**config.mk**
```make
export PLATFORM = sky130hd
export DESIGN_NAME = mem_stage_ctrl
export DESIGN_NICKNAME = d
export VERILOG_FILES = /design/src/rtl/lc3b_types_pkg.sv /design/src/rtl/mem_byte_align.sv /design/src/rtl/mem_stage_ctrl.sv
export SDC_FILE = /design/constraint.sdc
export NUM_CORES = 1
export LEC_CHECK = 0
export BUFFER_PORTS_ARGS = -buffer_cell sky130_fd_sc_hd__buf_2
export CELL_PAD_IN_SITES_DETAIL_PLACEMENT = 0
export CELL_PAD_IN_SITES_GLOBAL_PLACEMENT = 1
export CORE_MARGIN = 4
export CORE_UTILIZATION = 30
export DETAILED_ROUTE_END_ITERATION = 16
export GPL_ROUTABILITY_DRIVEN = 0
export MAX_ROUTING_LAYER = met4
export PLACE_DENSITY = 0.68
export SYNTH_ARGS = -nofsm -noshare
export SYNTH_HDL_FRONTEND = slang
export SYNTH_SLANG_ARGS = --single-unit
```
**constraint.sdc**
```tcl
create_clock -name clk -period 3 [get_ports clk]
set_clock_uncertainty 0.05 [all_clocks]
set_input_delay 0.6 -clock clk [delete_from_list [all_inputs] [get_ports clk]]
set_output_delay 0.6 -clock clk [all_outputs]
set_load 0.005 [all_outputs]
```
**src/rtl/lc3b_types_pkg.sv**
```systemverilog
// rtl/lc3b_types_pkg.sv - shared LC-3b datapath types and memory-op helpers
package lc3b_types;

   typedef logic [15:0] lc3b_word;

   typedef enum logic [2:0] {
      MEM_NONE,
      MEM_LDR,
      MEM_LDB,
      MEM_STR,
      MEM_STB,
      MEM_LDI,
      MEM_STI
   } lc3b_memop;

   function automatic logic is_indirect(input lc3b_memop op);
      return (op == MEM_LDI) || (op == MEM_STI);
   endfunction

   function automatic logic is_store(input lc3b_memop op);
      return (op == MEM_STR) || (op == MEM_STB) || (op == MEM_STI);
   endfunction

   function automatic lc3b_word word_align(input lc3b_word a);
      return {a[15:1], 1'b0};
   endfunction

endpackage

```
**src/rtl/mem_byte_align.sv**
```systemverilog
// rtl/mem_byte_align.sv - byte-load extraction with sign extension and byte-store lane replication
module mem_byte_align
   import lc3b_types::*;
(
   input  lc3b_word   rdata_i,
   input  lc3b_word   wdata_i,
   input  logic       byte_sel_i,
   output lc3b_word   load_byte_o,
   output lc3b_word   store_byte_o
);

   logic [7:0] sel_byte;

   assign sel_byte     = byte_sel_i ? rdata_i[15:8] : rdata_i[7:0];
   assign load_byte_o  = {{8{sel_byte[7]}}, sel_byte};
   // The store byte goes on both lanes; byte_enable picks which one lands.
   assign store_byte_o = {wdata_i[7:0], wdata_i[7:0]};

endmodule

```
**src/rtl/mem_stage_ctrl.sv**
```systemverilog
// rtl/mem_stage_ctrl.sv - LC-3b memory stage: sequences direct and indirect data accesses
// and stalls the upstream pipeline until the access completes.
module mem_stage_ctrl
   import lc3b_types::*;
(
   input  logic       clk,
   input  logic       reset,
   input  logic       valid_in,
   input  lc3b_memop  memop_in,
   input  lc3b_word   addr_in,
   input  lc3b_word   wdata_in,
   input  lc3b_word   dmem_rdata,
   input  logic       dmem_resp,
   output lc3b_word   dmem_address,
   output logic       dmem_read,
   output logic       dmem_write,
   output logic [1:0] dmem_byte_enable,
   output lc3b_word   dmem_wdata,
   output logic       stall_out,
   output lc3b_word   mem_data_out,
   output logic       done_out
);

   typedef enum logic [1:0] {S_IDLE, S_IND, S_ACC} state_e;

   state_e    state_q, state_d;
   lc3b_memop op_q, op_d;
   lc3b_word  addr_q, addr_d;
   lc3b_word  wdata_q, wdata_d;
   logic      start;
   lc3b_word  ldb_data;
   lc3b_word  stb_data;

   assign start = valid_in && (memop_in != MEM_NONE);

   mem_byte_align u_byte_align (
      .rdata_i      (dmem_rdata),
      .wdata_i      (wdata_q),
      .byte_sel_i   (addr_q[0]),
      .load_byte_o  (ldb_data),
      .store_byte_o (stb_data)
   );

   always_ff @(posedge clk or posedge reset) begin
      if (reset) begin
         state_q <= S_IDLE;
         op_q    <= MEM_NONE;
         addr_q  <= '0;
         wdata_q <= '0;
      end else begin
         state_q <= state_d;
         op_q    <= op_d;
         addr_q  <= addr_d;
         wdata_q <= wdata_d;
      end
   end

   always_comb begin
      state_d = state_q;
      op_d    = op_q;
      addr_d  = addr_q;
      wdata_d = wdata_q;
      case (state_q)
         S_IDLE: begin
            if (start) begin
               op_d    = memop_in;
               addr_d  = addr_in;
               wdata_d = wdata_in;
               state_d = is_indirect(memop_in) ? S_IND : S_ACC;
            end
         end
         S_IND: begin
            if (dmem_resp) begin
               addr_d  = word_align(dmem_rdata);
               state_d = S_ACC;
            end
         end
         S_ACC: begin
            if (dmem_resp) state_d = S_IDLE;
         end
         default: state_d = S_IDLE;
      endcase
   end

   // Request outputs depend only on registered state so they hold steady until dmem_resp.
   always_comb begin
      dmem_address     = '0;
      dmem_read        = 1'b0;
      dmem_write       = 1'b0;
      dmem_byte_enable = 2'b00;
      dmem_wdata       = '0;
      stall_out        = 1'b0;
      mem_data_out     = '0;
      done_out         = 1'b0;
      case (state_q)
         S_IDLE: stall_out = start;
         S_IND: begin
            dmem_read    = 1'b1;
            dmem_address = word_align(addr_q);
            stall_out    = 1'b1;
         end
         S_ACC: begin
            stall_out = ~dmem_resp;
            done_out  = dmem_resp;
            if (is_store(op_q)) begin
               dmem_write = 1'b1;
               if (op_q == MEM_STB) begin
                  dmem_address     = addr_q;
                  dmem_wdata       = stb_data;
                  dmem_byte_enable = addr_q[0] ? 2'b10 : 2'b01;
               end else begin
                  dmem_address     = word_align(addr_q);
                  dmem_wdata       = wdata_q;
                  dmem_byte_enable = 2'b11;
               end
            end else begin
               dmem_read    = 1'b1;
               dmem_address = (op_q == MEM_LDB) ? addr_q : word_align(addr_q);
               if (dmem_resp) mem_data_out = (op_q == MEM_LDB) ? ldb_data : dmem_rdata;
            end
         end
         default: ;
      endcase
   end

endmodule

```
==> reports/results.txt <==
The detailed-routing iteration count for the pre-antenna-repair pass was 4; the number of global-route vias before repair was 2,086. Max-cap violations in this run came to 0. The internal power of the cells totals 1.97 mW. Summed over all nets, the switching power comes to 1.12 mW.

In this run the post-CTS setup repair buffer count came out at 0. The number of nets in the synthesized netlist is 274. The run gives 10,600 um as the first-pass GRT wire length. The biggest fanout along the worst timing path is 16, and the transition time of the tightest slew-check pin is 488 ps. By area the synthesized netlist is led by sky130_fd_sc_hd__dfrtp_1 (39%), sky130_fd_sc_hd__mux2_2 (19%), sky130_fd_sc_hd__mux2i_1 (8.4%).

Clock tree synthesis found a total of 37 sinks. The multi-input combinational cells in the finished layout cover a total of 1380 sq um. The share of total power dissipated in sequential elements is 30.2%. TritonCTS built the clock tree.

Walking the worst path, the cells encountered are inv_1 -> ha_1 -> and2_1 -> nand3_2 -> nor3_1 -> buf_2. The flop and latch count out of synthesis is 37, and the die height is 96.9 um. The path type of the worst setup path was flop to output port. The tools report the number of pins exceeding their max-slew limit in the final report as 0. For the total wire length after detailed routing, the log shows 6380 um.

The share of Yosys cell area claimed by the top area cell type works out to 39.1%. The critical path capture point type was an output port. For the part of the Yosys area used for sequential elements, the log shows 39.1%.

The width of the die works out to 96.9 um. After layout, the worst path uses 87.9% of the clock period. The total leakage power is 1.56 nW. The total area inside the core boundary comes to 7690 sq um.

Averaged over all synthesized cells, the footprint is 11.0 sq um. The count of nets left with antenna violations once routing finished came out at 0. The aggregate global-route resource usage was 14.2%; the proportion of total power due to net switching was 36.3%.

The cell count after synthesis came out at 215. The run gives 0 as the total inserted antenna cells. The largest area contributor in the synthesized netlist is sky130_fd_sc_hd__dfrtp_1. The worst path in the final design needs a cycle of 2640 ps, including I/O delays and setup. Warning count from the yosys run: 0. The hold violation count in the final report is 0, and the reg-to-reg setup timing slack is 1000 ps. The flow ran to the end, and the final reports show no timing, DRC or antenna violations. After clock tree synthesis, the clock-pin slew on the worst setup and hold paths is 80 ps. Data arrives at the worst endpoint at 1990 ps. For this configuration, the core starts out at a cell density of 30.8%.

At the later pin of the worst-skew pair, clock insertion delay measures 280 ps. The die covers 9390 sq um. The run gives 0 as the number of antenna violations at the first check in global routing. The clock network accounts for 14.8% of the total power. The logs give 0 for the count of endpoints failing setup in the final report and 2 for the maximum buffer depth of the clock tree. The setup total negative slack was 0 ps; the number of buffers created by CTS was 5. The data required time at the worst endpoint is 2350 ps, and the maximum number of pins on one net before global-route repair is 38. The layout has 799 filler cells.

The H-tree was split into 2 levels. The cell at the slowest stage of the critical path is sky130_fd_sc_hd__dfrtp_1. The area overhead of the layout relative to synthesis came out at 33.7%. After global routing the overflow that remains totals 0. Derived from the worst setup path, the maximum achievable clock frequency is 379 MHz. In the final layout, the share of cells above drive strength 1 is 55.4%. The count of buffers added on input and output ports is 108.

The type of origin of the critical path was a flop. After the last flow step, the layout net total stands at 383. For this run, design rule violations remaining after detail routing come to 0.

After detailed routing, the average wire length per cell comes to 14.9 um. The delay of the slowest cell on the worst path was 400 ps. For the detailed-route via count, the log shows 1,954. Logic depth of the worst register-to-register path: 7. Across the whole layout, storage elements account for 926 sq um. Counting distinct cell types in the post-synthesis netlist gives 38.

For this block, the initial DRC count from the detailed router was 85. Setup repair after global routing left no endpoint under its margin. The logs give 3170 sq um for the area of all placed cells without fillers and 55.0% for the combinational power share. In this run the cell area of the synthesized design comes to 2370 sq um. Summed over all nets, the half-perimeter wirelength after detailed placement is 4940 um.

Using the TritonRoute via totals, the vias-per-cell ratio works out to 4.58. The tree is rooted in a sky130_fd_sc_hd__clkbuf_8. Power spread over the standard cell area amounts to 975 nW/um^2. The I/O pin count was 109.

The number of rows in the core area is 32. The headroom to the max-slew limit was 67.5%. After detailed placement, the total cell area comes to 3040 sq um.

The worst ir drop on vdd was 342 uV. The path type of the worst min-delay path was primary input to asynchronous set/reset pin.
## stage by stage
step                      power [mW]  utilization [%]  worst slack, ps  hold WS [ps]  instances
after floorplan                 2.10                -              871           422        215
after global placement          2.65             39.6              590           431        419
after detailed placement        2.67             39.6              477           438        419
after CTS                       3.15             41.2              159           374        427
after global routing            3.35             41.2              172           407        427
final                           3.09             41.2              363           359        427
## power groups by stage
stage | clock network (mW) | registers (mW) | logic [mW]
after global routing | 0.493 | 0.973 | 1.88
after global placement | 0 | 0.934 | 1.72
after CTS | 0.472 | 0.936 | 1.74
final | 0.456 | 0.934 | 1.70
after floorplan | 0 | 0.865 | 1.23
after detailed placement | 0 | 0.941 | 1.73
## cells in the final DEF, fill, tap and decap left out, types with 2 or more instances in the layout
cell	count
sky130_fd_sc_hd__buf_2	108
sky130_fd_sc_hd__mux2_2	39
sky130_fd_sc_hd__dfrtp_1	37
sky130_fd_sc_hd__nor2_1	25
sky130_fd_sc_hd__and2_1	24
sky130_fd_sc_hd__mux2i_1	20
sky130_fd_sc_hd__mux2_4	9
sky130_fd_sc_hd__nor3_1	7
sky130_fd_sc_hd__buf_4	7
sky130_fd_sc_hd__inv_1	6
sky130_fd_sc_hd__clkbuf_8	6
sky130_fd_sc_hd__a21oi_1	4
sky130_fd_sc_hd__ha_1	4
sky130_fd_sc_hd__nor2b_1	2
sky130_fd_sc_hd__nor3b_2	2
## flip-flops by register name, indices dropped and copies added (netlist names)
register,count
addr_q,16
wdata_q,16
op_q,3
state_q,2
## Yosys cell counts
master and count:
sky130_fd_sc_hd__nand2_1 1, sky130_fd_sc_hd__and2_0 1, sky130_fd_sc_hd__a31oi_1 1, sky130_fd_sc_hd__nor2_1 25, sky130_fd_sc_hd__nor2b_1 2, sky130_fd_sc_hd__nor4bb_1 1, sky130_fd_sc_hd__o32ai_1 1, sky130_fd_sc_hd__a2bb2oi_1 1
sky130_fd_sc_hd__nor3b_1 1, sky130_fd_sc_hd__nand3_1 2, sky130_fd_sc_hd__dfrtp_1 37, sky130_fd_sc_hd__and2_1 24, sky130_fd_sc_hd__clkbuf_1 2, sky130_fd_sc_hd__a21bo_2 1, sky130_fd_sc_hd__xnor2_1 1, sky130_fd_sc_hd__ha_1 4
sky130_fd_sc_hd__a221o_1 1, sky130_fd_sc_hd__inv_1 6, sky130_fd_sc_hd__a21boi_0 1, sky130_fd_sc_hd__a21oi_1 4, sky130_fd_sc_hd__nor3b_2 1, sky130_fd_sc_hd__o31ai_4 1, sky130_fd_sc_hd__inv_2 1, sky130_fd_sc_hd__buf_6 1
sky130_fd_sc_hd__mux2i_1 20, sky130_fd_sc_hd__nor4b_1 1, sky130_fd_sc_hd__a21oi_2 1, sky130_fd_sc_hd__mux2_4 9, sky130_fd_sc_hd__xor2_1 1, sky130_fd_sc_hd__mux2_2 39, sky130_fd_sc_hd__nor4_1 1, sky130_fd_sc_hd__mux2_1 1
sky130_fd_sc_hd__nand3b_1 1, sky130_fd_sc_hd__buf_2 10, sky130_fd_sc_hd__o22a_1 1, sky130_fd_sc_hd__nor3_1 7, sky130_fd_sc_hd__nand2b_1 1, sky130_fd_sc_hd__o311ai_2 1
## worst paths after layout
path	startpoint	end
worst min register to register	addr_q[11]	addr_q[11]
min in group clk	addr_q[11]	addr_q[11]
max in group asynchronous	reset	op_q[1]
worst max-delay path	state_q[0]	mem_data_out[12]
worst max register to register	state_q[1]	addr_q[14]
worst min-delay path	reset	addr_q[5]
## cell type report
type	count	share of cell area [%]
multi-input combinational	158	43.4
sequential	37	29.2
timing repair buffer	115	18.7
tap	102	4.03
clock buffer	6	2.61
clock inverter	2	1.18
inverter	7	0.829
## layer usage
| metal | up-vias | part of all wire, % | global-route usage [%] |
|---|---|---|---|
| met5 | - | 0 | - |
| met4 | 0 | 1.1 | 3.67 |
| met3 | 6 | 4.1 | 3.10 |
| met2 | 50 | 50 | 23.8 |
| met1 | 927 | 44 | 17.2 |
| li1 | 971 | - | - |
## cells by family (layout without fill, tap and decap cells)
logic type      count (synthesis)  count (layout)  share of synthesized area, %
mux                            69              69                          33.1
simple gates                   69              69                          15.6
flops                          37              37                          39.1
buf+inv                        20             130                          4.01
compound gates                 14              14                          5.33
fa+ha+maj                       4               4                          2.11
xor+xnor                        2               2                         0.739
## worst max-delay path, delay by kind of cell (launching register included)
family,cells,cell delay (ps)
fa+ha+maj,1,270
buf+inv,2,260
flops,1,400
simple gates,3,780
## timing repair
item,CTS,global route
resized for setup,0,1
endpoints found under the setup margin,0,5
hold buffers,0,0
hold endpoints to repair,0,0
Power figures use the tool's default switching activity.
